[src/rtl/obi_arb_pkg.sv]
// Shared types for the two-master OBI data-port arbiter and its outstanding-ID FIFO.
package obi_arb_pkg;

  typedef enum logic [1:0] {
    ARB_IDLE,
    ARB_HOLD_M0,
    ARB_HOLD_M1
  } arb_state_e;

  typedef logic master_id_t;

  localparam master_id_t M0_ID = 1'b0;
  localparam master_id_t M1_ID = 1'b1;

endpackage

[src/rtl/obi_id_fifo.sv]
// Small FIFO of requester IDs for transactions awaiting rvalid.
// A push into a full FIFO is accepted only when a pop frees the head in the same cycle.
module obi_id_fifo #(
  parameter int DEPTH = 2,
  parameter int WIDTH = 1,
  localparam int CW = $clog2(DEPTH + 1),
  localparam int PW = (DEPTH > 1) ? $clog2(DEPTH) : 1
) (
  input  logic             clk_i,
  input  logic             rst_i,
  input  logic             push_i,
  input  logic             pop_i,
  input  logic [WIDTH-1:0] id_i,
  output logic [WIDTH-1:0] head_o,
  output logic             empty_o,
  output logic             full_o,
  output logic [CW-1:0]    count_o
);

  localparam logic [PW-1:0] LAST_PTR = PW'(DEPTH - 1);
  localparam logic [CW-1:0] FULL_CNT = CW'(DEPTH);

  logic [WIDTH-1:0] mem_q [DEPTH];
  logic [PW-1:0]    wr_q, wr_d, rd_q, rd_d;
  logic [CW-1:0]    cnt_q, cnt_d;
  logic             do_push, do_pop;

  function automatic logic [PW-1:0] ptr_inc(input logic [PW-1:0] p);
    return (p == LAST_PTR) ? '0 : p + 1'b1;
  endfunction

  assign empty_o = (cnt_q == '0);
  assign full_o  = (cnt_q == FULL_CNT);
  assign count_o = cnt_q;
  assign head_o  = mem_q[rd_q];

  assign do_pop  = pop_i & ~empty_o;
  assign do_push = push_i & (~full_o | do_pop);

  always_comb begin
    wr_d  = wr_q;
    rd_d  = rd_q;
    cnt_d = cnt_q;
    if (do_push) wr_d = ptr_inc(wr_q);
    if (do_pop)  rd_d = ptr_inc(rd_q);
    unique case ({do_push, do_pop})
      2'b10:   cnt_d = cnt_q + 1'b1;
      2'b01:   cnt_d = cnt_q - 1'b1;
      default: cnt_d = cnt_q;
    endcase
  end

  always_ff @(posedge clk_i) begin
    if (rst_i) begin
      wr_q  <= '0;
      rd_q  <= '0;
      cnt_q <= '0;
    end else begin
      wr_q  <= wr_d;
      rd_q  <= rd_d;
      cnt_q <= cnt_d;
    end
  end

  always_ff @(posedge clk_i) begin
    if (do_push) mem_q[wr_q] <= id_i;
  end

  cnt_in_range_a: assert property (@(posedge clk_i) disable iff (rst_i) cnt_q <= FULL_CNT);

endmodule

[src/rtl/obi_data_arbiter.sv]
// Shares one OBI RAM data port between the core (m0) and the debug system-bus master (m1),
// routing each rvalid back to its issuer via an outstanding-ID FIFO.
module obi_data_arbiter
  import obi_arb_pkg::*;
#(
  parameter int ADDR_WIDTH      = 32,
  parameter int DATA_WIDTH      = 32,
  parameter int MAX_OUTSTANDING = 2,
  parameter int FIXED_PRIO      = 0
) (
  input  logic                    clk_i,
  input  logic                    rst_i,
  input  logic                    m0_req_i,
  input  logic [ADDR_WIDTH-1:0]   m0_addr_i,
  input  logic                    m0_we_i,
  input  logic [DATA_WIDTH/8-1:0] m0_be_i,
  input  logic [DATA_WIDTH-1:0]   m0_wdata_i,
  output logic                    m0_gnt_o,
  output logic                    m0_rvalid_o,
  output logic [DATA_WIDTH-1:0]   m0_rdata_o,
  input  logic                    m1_req_i,
  input  logic [ADDR_WIDTH-1:0]   m1_addr_i,
  input  logic                    m1_we_i,
  input  logic [DATA_WIDTH/8-1:0] m1_be_i,
  input  logic [DATA_WIDTH-1:0]   m1_wdata_i,
  output logic                    m1_gnt_o,
  output logic                    m1_rvalid_o,
  output logic [DATA_WIDTH-1:0]   m1_rdata_o,
  output logic                    s_req_o,
  output logic [ADDR_WIDTH-1:0]   s_addr_o,
  output logic                    s_we_o,
  output logic [DATA_WIDTH/8-1:0] s_be_o,
  output logic [DATA_WIDTH-1:0]   s_wdata_o,
  input  logic                    s_gnt_i,
  input  logic                    s_rvalid_i,
  input  logic [DATA_WIDTH-1:0]   s_rdata_i,
  output logic                    busy_o,
  output logic                    err_o
);

  localparam int CW = $clog2(MAX_OUTSTANDING + 1);

  arb_state_e state_q, state_d;
  master_id_t rr_q, rr_d;
  logic       err_q, err_d;

  master_id_t sel_id;
  logic       sel_req;
  logic       can_issue;
  logic       accept;
  master_id_t fifo_head;
  logic       fifo_empty;
  logic       fifo_full;
  logic [CW-1:0] fifo_cnt;

  // Winner selection; a HOLD state pins the choice until the address phase is granted.
  always_comb begin
    sel_id  = M0_ID;
    sel_req = 1'b0;
    unique case (state_q)
      ARB_IDLE: begin
        sel_req = m0_req_i | m1_req_i;
        if (m0_req_i && m1_req_i) sel_id = (FIXED_PRIO != 0) ? M1_ID : rr_q;
        else if (m1_req_i)        sel_id = M1_ID;
      end
      ARB_HOLD_M0: sel_req = m0_req_i;
      ARB_HOLD_M1: begin
        sel_id  = M1_ID;
        sel_req = m1_req_i;
      end
      default: ;
    endcase
  end

  // A same-cycle response pop frees a slot for a new issue.
  assign can_issue = ~fifo_full | s_rvalid_i;
  assign s_req_o   = sel_req & can_issue;
  assign accept    = s_req_o & s_gnt_i;

  assign s_addr_o  = (sel_id == M1_ID) ? m1_addr_i  : m0_addr_i;
  assign s_we_o    = (sel_id == M1_ID) ? m1_we_i    : m0_we_i;
  assign s_be_o    = (sel_id == M1_ID) ? m1_be_i    : m0_be_i;
  assign s_wdata_o = (sel_id == M1_ID) ? m1_wdata_i : m0_wdata_i;

  assign m0_gnt_o = accept & (sel_id == M0_ID);
  assign m1_gnt_o = accept & (sel_id == M1_ID);

  assign m0_rvalid_o = s_rvalid_i & ~fifo_empty & (fifo_head == M0_ID);
  assign m1_rvalid_o = s_rvalid_i & ~fifo_empty & (fifo_head == M1_ID);
  assign m0_rdata_o  = s_rdata_i;
  assign m1_rdata_o  = s_rdata_i;

  assign busy_o = (fifo_cnt != '0);
  assign err_o  = err_q;

  always_comb begin
    state_d = state_q;
    rr_d    = rr_q;
    err_d   = err_q | (s_rvalid_i & fifo_empty);
    if (accept) rr_d = ~sel_id;
    unique case (state_q)
      ARB_IDLE: begin
        if (s_req_o && !s_gnt_i) state_d = (sel_id == M1_ID) ? ARB_HOLD_M1 : ARB_HOLD_M0;
      end
      ARB_HOLD_M0, ARB_HOLD_M1: begin
        if (!sel_req || accept) state_d = ARB_IDLE;
      end
      default: state_d = ARB_IDLE;
    endcase
  end

  always_ff @(posedge clk_i) begin
    if (rst_i) begin
      state_q <= ARB_IDLE;
      rr_q    <= M0_ID;
      err_q   <= 1'b0;
    end else begin
      state_q <= state_d;
      rr_q    <= rr_d;
      err_q   <= err_d;
    end
  end

  obi_id_fifo #(
    .DEPTH (MAX_OUTSTANDING),
    .WIDTH (1)
  ) u_fifo (
    .clk_i   (clk_i),
    .rst_i   (rst_i),
    .push_i  (accept),
    .pop_i   (s_rvalid_i),
    .id_i    (sel_id),
    .head_o  (fifo_head),
    .empty_o (fifo_empty),
    .full_o  (fifo_full),
    .count_o (fifo_cnt)
  );

endmodule

[config.mk]
export PLATFORM = sky130hd
export DESIGN_NAME = obi_data_arbiter
export DESIGN_NICKNAME = d
export VERILOG_FILES = /design/src/rtl/obi_arb_pkg.sv /design/src/rtl/obi_id_fifo.sv /design/src/rtl/obi_data_arbiter.sv
export SDC_FILE = /design/constraint.sdc
export NUM_CORES = 1
export LEC_CHECK = 0
export ABC_AREA = 1
export BUFFER_PORTS_ARGS = -buffer_cell sky130_fd_sc_hd__buf_4
export CORE_AREA = 2 2 123 125
export CTS_CLUSTER_SIZE = 12
export DETAILED_ROUTE_END_ITERATION = 16
export DIE_AREA = 0 0 125 127
export GPL_TIMING_DRIVEN = 0
export PLACE_DENSITY_LB_ADDON = 0.1
export SYNTH_ARGS = -nofsm -noshare
export SYNTH_HDL_FRONTEND = slang
export SYNTH_SLANG_ARGS = --single-unit
[constraint.sdc]
create_clock -name clk_i -period 3.9 [get_ports clk_i]
set_input_delay 0.195 -clock clk_i [delete_from_list [all_inputs] [get_ports clk_i]]
set_output_delay 0.195 -clock clk_i [all_outputs]
set_load 0.01 [all_outputs]
==> metrics.txt, run 1 <==
setup TNS 0 ns; initial DRC count between 50 and 60; Cells after Synth approximately 370; Int Power 1270 uW; Tot GR Track Use 0.115; core area between 10000 and 15000 um2; endpoints failing hold 0; vias in the first global route around 3.0k; clk sinks 11; Die Height approximately 130 um; setup bufs post-CTS 0; clock power share 0.074; root buffer selected by CTS clkbuf_16; Design Power roughly 2500 uW; first-pass GRT wire length 14.9 mm; worst skew pair latency between 0.2 and 0.25 ns; reg2reg start state_q[0]$_SDFFE_PP0P_; Synth warnings 0; die area between 15000 and 20000 um2; post-synth top area share 0.417; CP peak stage delay ~0.38 ns; Routed wire per std cell 12.2 um; Logic pwr share 0.852; most common cell in the netlist nand2_1; hold crit path type in -> reg; status finished, final reports clean; register share of total power 0.075; Post-DP HPWL between 8 and 9 mm; syn avg cell area 5.33 um2; synthesized cell area about 1900 um2; PnR worst setup slack between 1.5 and 2 ns; CTS resizes 0; synth top area cells nand2_1 42%, buf_4 25%, dfxtp_1 9.3%; synth cell count leaders 216 x nand2_1, 64 x buf_4, 15 x inv_1; Placer Congestion roughly 0.81; max-slew violations 0; crit path DAT between 2 and 2.5 ns; post-layout util 0.304; Final min period roughly 2.3 ns; Layout Nets ~830; Area growth, synth to finish 125%; origin of the worst setup path state_q[0]$_SDFFE_PP0P_; Initial Util 0.135; clock-pin slew of the registers on the worst-case setup and hold paths 0.04 ns; CTS buffer count 3; area occupied by multi-input gates between 1000 and 1500 um2; crit path max fanout 10; Setup crit start kind register; Post-Place Setup Slack roughly 1.7 ns; FF+latch area about 240 um2; RSZ-0062 raised after global routing no; largest net degree at the start of global routing 12; # hold bufs at CTS 0; GR Overflow Total 0; fmax about 430 MHz; Max VDD drop between 150 and 200 uV; I/O pin cnt between 300 and 400; DR vias/cell 3.76; Sw Ratio 0.496; hold_sp rst_i; clk_skew 0.00110 ns; pwr dens roughly 580 nW/um2; Tcrit/Tclk final 0.590; Cell Rows 44; Slew headroom 0.788; CTS tree yes; Synth Flop Type dfxtp_1; CP max stage cell dfxtp_1; ant diodes 0; ANT nets after route 0; share of cells above drive strength 1 0.571; Leak approximately 0.0027 uW; # setup viols final 0; worst-path cell chain inv_1, ha_1, nand3_1, nand2_2, inv_2, buf_2, nand2_1, nand2_1, buf_4; Critical Path RT roughly 3.7 ns; first drt pass iteration count 4; Setup Crit Path Kind reg -> out; CTS Buffer Depth 2; Switch Pwr roughly 1300 uW; PortBufs roughly 280; Critical Path Most Common Cell nand2_1; Synth area leader nand2_1; Fill cells around 1.6k; vias post-DR roughly 3.1k; CP Capture Type output pin; die width between 100 and 150 um; H-Tree Level Count 1; Worst-Margin Slew around 0.32 ns; # DRC 0; initial antenna violation count 0; register area share after synthesis 0.123; maxcap violations 0; Unique masters post-synth 20; share of flip-flops with an asynchronous set or reset 0; number of flops mapped to enable cells by yosys 2; Post-Route WL 10.2 mm; flop and latch count out of synthesis 11; Mapped Nets 546
## kinds of logic (layout without fill, tap and decap cells)
kind of cell,Yosys count,count (layout),share of synthesized area
buffers and inverters,94,381,0.317
adders and majority gates,5,5,0.0322
and+or+nand+nor,236,236,0.476
AOI/OAI and AO/OA,19,19,0.0514
DFF,11,11,0.123
## layout make-up
type                       instances  area share
timing repair buffer             283       0.485
multi-input combinational        260       0.249
buffer                            78       0.127
sequential                        11      0.0549
tap                              184      0.0526
clock buffer                       4      0.0180
inverter                          16      0.0137
## worst paths after layout
kind | end | slack (ns) | cells past startpoint
min reg2reg | register | 0.45 | 1
max | s_addr_o[22] | 1.60 | 9
max reg2reg | u_fifo.count_o[1]$_SDFFE_PP0P_ | 1.87 | 10
min | err_o$_SDFF_PP0_ | 0.14 | 2
## state kept, by name (all words and copies together) (netlist names), named ones only
name	flops
err_o	1
rr_q	1
state_q	2
u_fifo.count_o	2
u_fifo.mem_q	2
u_fifo.rd_q	1
u_fifo.wr_q	1
## metal layers
layer  routed length [um]  vias up  GRT usage
li1                     -     1617          -
met1                 3470     1335      0.122
met2                 5590      192      0.233
met3                 1070        2     0.0314
met4                   25        0    0.00784
met5                    0        -          0
## metrics by stage
step / cells / instance area, um2 / hold slack, ns
after CTS: 836 / 4380 / 0.134
after global placement: 832 / 4300 / 0.381
final: 836 / 4380 / 0.137
after detailed placement: 832 / 4300 / 0.382
after floorplan: 365 / 1950 / 0.267
after global routing: 836 / 4380 / 0.147
## layout by cell type, fill, tap and decap left out
cell / count
nor2_2: 2
nand2_2: 4
nand4_1: 1
clkbuf_16: 3
nand4_4: 1
nand3_1: 4
nand2_1: 216
buf_4: 347
buf_2: 13
inv_1: 15
o21ai_0: 6
o21ai_1: 2
clkbuf_1: 1
a211oi_1: 1
inv_2: 1
a31oi_1: 2
buf_6: 1
ha_1: 5
edfxtp_1: 2
dfxtp_1: 9
nor2_1: 8
a21oi_1: 8
## power groups by stage
stage	registers, uW	clock network [uW]	logic (uW)
2_1_floorplan	185	0	1120
3_3_place_gp	188	0	2210
3_5_place_dp	190	0	2220
4_1_cts	189	190	2230
5_1_grt	194	199	2410
6_report	189	186	2150
## critical path, delay by kind of cell, from the launching register on
| kind | cells | cell delay, ns |
|---|---|---|
| simple gates | 4 | 0.48 |
| fa+ha+maj | 1 | 0.27 |
| buf+inv | 4 | 0.73 |
| flops | 1 | 0.38 |
(Power assumes the default switching activity.)
==> inputs of run 2 (changes only) <==
--- a/config.mk
+++ b/config.mk
@@ -7,10 +7,10 @@
 export LEC_CHECK = 0
 export ABC_AREA = 1
 export BUFFER_PORTS_ARGS = -buffer_cell sky130_fd_sc_hd__buf_4
-export CORE_AREA = 2 2 123 125
+export CORE_AREA = 2 2 124 126
 export CTS_CLUSTER_SIZE = 12
 export DETAILED_ROUTE_END_ITERATION = 16
-export DIE_AREA = 0 0 125 127
+export DIE_AREA = 0 0 126 128
 export GPL_TIMING_DRIVEN = 0
 export PLACE_DENSITY_LB_ADDON = 0.1
 export SYNTH_ARGS = -nofsm -noshare
==> constraint.sdc (replaced) <==
create_clock -name clk_i -period 2.4 [get_ports clk_i]
set_input_delay 0.12 -clock clk_i [delete_from_list [all_inputs] [get_ports clk_i]]
set_output_delay 0.12 -clock clk_i [all_outputs]
set_load 0.01 [all_outputs]
==> run 2 against run 1 <==
  * Sequential share of layout area about the same
  * First-iteration DRC count increased by 87%
  * Worst setup slack got worse by 1.3 ns
==> metrics.txt, run 2 (same netlist as run 1, synthesis figures left out) <==
first-pass GRT wire length 14.7 mm (was 14.9 mm); Setup crit start kind register (unchanged); endpoints failing hold 0 (unchanged); clk sinks 11 (unchanged); Critical Path Most Common Cell nand2_1 (unchanged); M1 wire length 3.78 mm (was 3.47 mm); CTS Buffer Depth 2 (unchanged); # setup viols final 0 (unchanged); Final min period 2.14 ns; first drt pass iteration count 6 (was 4); die width 126 um (was 125 um); Area growth, synth to finish 126% (was 125%); CTS buffer count 3 (unchanged); crit path max fanout 10 (unchanged); Initial Util 0.131 (was 0.135); Setup Crit Path Kind reg -> out (unchanged); CP max stage cell dfxtp_1 (unchanged); pwr dens 935 nW/um2 (was 578 nW/um2); GR Overflow Total 0 (unchanged); share of cells above drive strength 1 0.571 (unchanged); status finished, final reports clean (unchanged); Tot GR Track Use 0.113 (was 0.115); hold crit path type in -> reg (unchanged); Placer Congestion 0.738 (was 0.808); clk_skew 0.00488 ns (was 0.00110 ns); Leak 0.00266 uW (about the same); PortBufs 283 (unchanged); setup bufs post-CTS 0 (unchanged); worst skew pair latency 0.24 ns (was 0.23 ns); area occupied by multi-input gates 1090 um2 (unchanged); vias post-DR 3135 (was 3146); CP Capture Type output pin (unchanged); CTS tree yes (unchanged); vias in the first global route 2950 (was 3032); largest net degree at the start of global routing 12 (unchanged); CP peak stage delay 0.38 ns (about the same); worst-path cell chain inv_1, ha_1, nand3_1, nand2_2, inv_4, buf_2, nand2_1, nand2_1, buf_4 (was inv_1, ha_1, nand3_1, nand2_2, inv_2, buf_2, nand2_1, nand2_1, buf_4); most frequent cells in the layout 348 x buf_4, 216 x nand2_1, 15 x inv_1, 12 x buf_2, 9 x dfxtp_1 (was 347 x buf_4, 216 x nand2_1, 15 x inv_1, 13 x buf_2, 9 x dfxtp_1); initial antenna violation count 0 (unchanged); I/O pin cnt 316 (unchanged); initial DRC count 97 (was 52); FF+latch area 240 um2 (unchanged); Tcrit/Tclk final 0.892; most common cell after layout, fill and taps aside buf_4 (unchanged); met2 WL 5.44 mm (was 5.59 mm); max-slew violations 0 (unchanged); root buffer selected by CTS clkbuf_16 (unchanged); maxcap violations 0 (unchanged); crit path DAT 2.02 ns (was 2.11 ns); DR vias/cell 3.73 (was 3.76); Worst-Margin Slew 0.283 ns (was 0.318 ns); setup TNS 0 ns (unchanged); Routed wire per std cell 12.1 um (was 12.2 um); # DRC 0 (unchanged); post-route cell area 4390 um2 (was 4380 um2); Slew headroom 0.811 (was 0.788); CP top delay family buffers and inverters (unchanged); ant diodes 0 (unchanged); H-Tree Level Count 1 (unchanged); Post-DP HPWL 8.88 mm (was 8.82 mm); Critical Path RT 2.28 ns (was 3.70 ns); die area 16100 um2 (was 15900 um2); Post-Route WL 10.2 mm (about the same); RSZ-0062 raised after global routing no (unchanged); CP Buf/Inv Count 4 (unchanged); met3 wire length 931 um (was 1.07 mm); Die Height 128 um (was 127 um); Fill cells 1702 (was 1640); ANT nets after route 0 (unchanged); clock-pin slew of the registers on the worst-case setup and hold paths 0.04 ns (about the same); core area 14900 um2 (was 14400 um2); fmax ~470 MHz; Layout Nets 834 (unchanged); Cell Rows 45 (was 44); Post-DP Area 4310 um2 (was 4300 um2); Max VDD drop 278 uV (was 198 uV); max layer used met4 (unchanged)
run 2: changes by cell type in the layout (fill, tap and decap cells not counted):
| cell | change |
|---|---|
| inv_2 | -1 |
| buf_4 | +1 |
| buf_2 | -1 |
| inv_4 | +1 |
run 2: repair_timing:
| action | CTS | global route |
|---|---|---|
| setup endpoints to repair | 3 | 11 |
| pin swaps | 0 | 0 |
| hold endpoints to repair | 0 | 0 |
| hold buffers | 0 | 0 |
| resized for setup | 1 | 1 |
run 2: where the power goes:
| group | switching, uW | internal, uW |
|---|---|---|
| registers | 42.3 | 264 |
| logic | 1900 | 1590 |
| clock network | 84.0 | 223 |
| total | 2020 | 2080 |
run 2: stage by stage:
step | utilization | total power, uW | cells | setup WS (ns) | hold slack [ns]
global placement | 0.290 | 3870 | 836 | 0.282 | 0.304
CTS | 0.295 | 4210 | 840 | 0.0648 | 0.0572
finish | 0.295 | 4100 | 840 | 0.260 | 0.0552
detailed placement | 0.290 | 3880 | 836 | 0.219 | 0.310
floorplan | - | 2120 | 365 | 0.598 | 0.192
global route | 0.295 | 4570 | 840 | 0.0172 | 0.0671
run 2: worst paths after layout:
kind / endpoint / from / cells past startpoint / slack (ns)
max: s_wdata_o[24] / state_q[0]$_SDFFE_PP0P_ / 9 / 0.26
min: err_o$_SDFF_PP0_ / rst_i / 2 / 0.06
max reg2reg: u_fifo.count_o[1]$_SDFFE_PP0P_ / state_q[0]$_SDFFE_PP0P_ / 10 / 0.38
min reg2reg: register / u_fifo.rd_q$_SDFFE_PP0N_ / 1 / 0.46
run 2: per-layer routing:
layer  vias to the layer above  GRT usage
li1                       1616          -
met5                         -          0
met4                         0     0.0116
met3                         2     0.0234
met1                      1335      0.131
met2                       182      0.220
run 2: area by class of cell:
class	count	share of cell area
flip-flops and latches	11	0.0547
clock buffers	4	0.0180
inverters	16	0.0143
well taps	188	0.0536
multi-input cells	260	0.248
repair buffers	283	0.484
plain buffers	78	0.127
==> inputs of run 3 (changes only) <==
--- a/config.mk
+++ b/config.mk
@@ -5,7 +5,6 @@
 export SDC_FILE = /design/constraint.sdc
 export NUM_CORES = 1
 export LEC_CHECK = 0
-export ABC_AREA = 1
 export BUFFER_PORTS_ARGS = -buffer_cell sky130_fd_sc_hd__buf_4
 export CORE_AREA = 2 2 124 126
 export CTS_CLUSTER_SIZE = 12
==> run 3 against run 2 <==
  * Total power is 32% lower
  * Sequential share of layout area barely moved
  * Global-route usage decreased by 0.24 points
  * Critical path type is now reg -> reg
  * Critical endpoint is now u_fifo.count_o[1]$_SDFFE_PP0P_
==> metrics.txt, run 3 <==
status finished, final reports clean (unchanged); worst skew pair latency 0.23 ns (was 0.24 ns); DR vias/cell 3.62 (was 3.73); endpoints failing hold 0 (unchanged); initial antenna violation count 0 (unchanged); Setup crit start kind register (unchanged); Die Height 128 um (unchanged); CTS Buffer Depth 2 (unchanged); H-Tree Level Count 1 (unchanged); Area growth, synth to finish 126% (about the same); Routed wire per std cell 14.6 um (was 12.1 um); PortBufs 282 (was 283); Final min period 2.25 ns (was 2.14 ns); Synth Area in Compound Gates 0.0413 (was 0.0514); Synth Area in XOR/XNOR 0.0181 (was 0); PnR worst setup slack 0.155 ns (was 0.260 ns); Cell Rows 45 (unchanged); largest net degree at the start of global routing 12 (unchanged); worst-path cell chain inv_1, ha_2, o21ai_2, a2111o_1, buf_6, ha_1, or3_1, a21oi_1 (was inv_1, ha_1, nand3_1, nand2_2, inv_4, buf_2, nand2_1, nand2_1, buf_4); CTS resizes 0 (was 1); CP peak stage delay 0.42 ns (was 0.38 ns); main combinational cell family by area after synthesis multiplexers (was simple AND/OR/NAND/NOR gates); Worst-Margin Slew 0.326 ns (was 0.283 ns); Initial Util 0.130 (was 0.131); ant diodes 0 (unchanged); synth top area cells buf_4 25%, mux2_2 23%, mux2_1 18% (was nand2_1 42%, buf_4 25%, dfxtp_1 9.3%); initial DRC count 41 (was 97); crit path DAT 2.41 ns (was 2.02 ns); post-synth top area share 0.252 (was 0.417); Post-DP HPWL 9.17 mm (was 8.88 mm); clock-pin slew of the registers on the worst-case setup and hold paths 0.04 ns (about the same); Synth warnings 0 (unchanged); I/O pin cnt 316 (unchanged); synthesized cell area 1940 um2 (was 1950 um2); fmax 445 MHz (was 467 MHz); die area 16100 um2 (unchanged); # setup viols final 0 (unchanged); Unique masters post-synth 30 (was 20); vias post-DR 2475 (was 3135); CTS tree yes (unchanged); origin of the worst setup path state_q[0]$_SDFFE_PP0P_ (unchanged); first drt pass iteration count 4 (was 6); Synth Flop Type dfxtp_1 (unchanged); Post-Route WL 10.0 mm (was 10.2 mm); Mapped Nets 391 (was 546); syn avg cell area 9.23 um2 (was 5.33 um2); GR Overflow Total 0 (unchanged); hold_ws 0.143 ns (was 0.0552 ns); most common cell in the netlist buf_4 (was nand2_1); Tot GR Track Use 0.111 (was 0.113); R2R Path End u_fifo.count_o[1]$_SDFFE_PP0P_ (unchanged); hold crit path type in -> reg (unchanged); Critical Path RT 2.57 ns (was 2.28 ns); clk_skew 0.00227 ns (was 0.00488 ns); Setup Crit Path Kind reg -> reg (was reg -> out); vias in the first global route 2382 (was 2950); clk sinks 11 (unchanged); share of flip-flops with an asynchronous set or reset 0 (unchanged); Cells after Synth 210 (was 365); first-pass GRT wire length 13.8 mm (was 14.7 mm); Placer Congestion 0.776 (was 0.738); maxcap violations 0 (unchanged); mux cell area share after synthesis 0.427 (was 0); Fill cells 1646 (was 1702); reg2reg start state_q[0]$_SDFFE_PP0P_ (unchanged); Synth area leader buf_4 (was nand2_1); root buffer selected by CTS clkbuf_16 (unchanged); Post-Place Setup Slack 0.0708 ns (was 0.219 ns); most frequent cells in the layout 347 x buf_4, 39 x mux2_2, 31 x mux2_1, 13 x nor2_1, 9 x dfxtp_1 (was 348 x buf_4, 216 x nand2_1, 15 x inv_1, 12 x buf_2, 9 x dfxtp_1); # hold bufs at CTS 0 (unchanged); Synth Area in Adders 0.0323 (was 0.0322); CTS buffer count 3 (unchanged); Leak 0.00229 uW (was 0.00266 uW); Slew headroom 0.781 (was 0.811); simple-gate portion of the synthesized area 0.0658 (was 0.476); cells on worst reg2reg path 8 (was 10); # DRC 0 (unchanged); CP Capture Type register (was output pin); Layout Nets 678 (was 834); RSZ-0062 raised after global routing no (unchanged); pwr dens 641 nW/um2 (was 935 nW/um2); Critical Path Sink u_fifo.count_o[1]$_SDFFE_PP0P_ (was s_wdata_o[24]); setup bufs post-CTS 0 (unchanged); core area 14900 um2 (unchanged); Tcrit/Tclk final 0.935 (was 0.892); Max VDD drop 229 uV (was 278 uV); number of flops mapped to enable cells by yosys 2 (unchanged); die width 126 um (unchanged); most common cell after layout, fill and taps aside buf_4 (unchanged); CP max stage cell a2111o_1 (was dfxtp_1); crit path max fanout 7 (was 10); reg2reg setup slack 0.15 ns (was 0.38 ns); max-slew violations 0 (unchanged); flop and latch count out of synthesis 11 (unchanged); synth cell count leaders 65 x buf_4, 39 x mux2_2, 31 x mux2_1 (was 216 x nand2_1, 64 x buf_4, 15 x inv_1); ANT nets after route 0 (unchanged); register area share after synthesis 0.124 (was 0.123); setup TNS 0 ns (unchanged); share of cells above drive strength 1 0.810 (was 0.571)
[run 3: report_power, final]
| group | internal, uW | leakage (uW) | switching (uW) |
|---|---|---|---|
| clock | 223 | 0.0000382 | 76.4 |
| combinational | 1230 | 0.00216 | 971 |
| sequential | 257 | 0.0000929 | 45.3 |
| total | 1710 | 0.00229 | 1090 |
[run 3: through the flow]
stage	instances	power, uW	area (um2)	util
finish	684	2800	4370	0.294
global route	684	3010	4370	0.294
CTS	684	2870	4370	0.294
detailed placement	680	2550	4290	0.289
global placement	680	2540	4290	0.289
floorplan	210	1500	1940	-
[run 3: cells by family after synthesis]
group / after synthesis
simple gates: 25
flops: 11
xor+xnor: 4
compound gates: 10
fa+ha+maj: 5
mux: 74
buf+inv: 81
[run 3: layout make-up]
cell class                      instances  area, um2  area share
Timing Repair Buffer                  282       2120       0.484
Multi-Input combinational cell        118       1140       0.260
Tap cell                              188        235      0.0538
Clock buffer                            4       78.8      0.0180
Inverter                                8       30.0     0.00687
Sequential cell                        11        240      0.0550
Buffer                                 73        534       0.122
[run 3: worst min-delay path by stage]
stage | startpoint | to | slack (ns) | depth (start not counted)
2_1_floorplan | s_rvalid_i | err_o$_SDFF_PP0_ | 0.26 | 2
3_3_place_gp | rst_i | u_fifo.count_o[1]$_SDFFE_PP0P_ | 0.39 | 2
3_5_place_dp | rst_i | u_fifo.wr_q$_SDFFE_PP0P_ | 0.39 | 2
4_1_cts | rst_i | u_fifo.count_o[1]$_SDFFE_PP0P_ | 0.14 | 2
5_1_grt | rst_i | u_fifo.count_o[1]$_SDFFE_PP0P_ | 0.16 | 2
6_report | rst_i | u_fifo.count_o[1]$_SDFFE_PP0P_ | 0.14 | 2
[run 3: per-layer routing]
metal,track usage,share of wire,up-vias
li1,-,-,1228
met3,0.0367,0.094,4
met2,0.221,0.58,122
met5,0,0,-
met4,0.0168,0.0064,0
met1,0.113,0.32,1121
[run 3: worst max-delay path, delay by kind of cell, from the launching register on]
family | cells | cell delay, ns
flip-flops | 1 | 0.34
adder cells (fa/ha/maj) | 2 | 0.60
AO/OA/AOI/OAI | 3 | 0.64
buffers and inverters | 2 | 0.24
AND/OR/NAND/NOR | 1 | 0.35
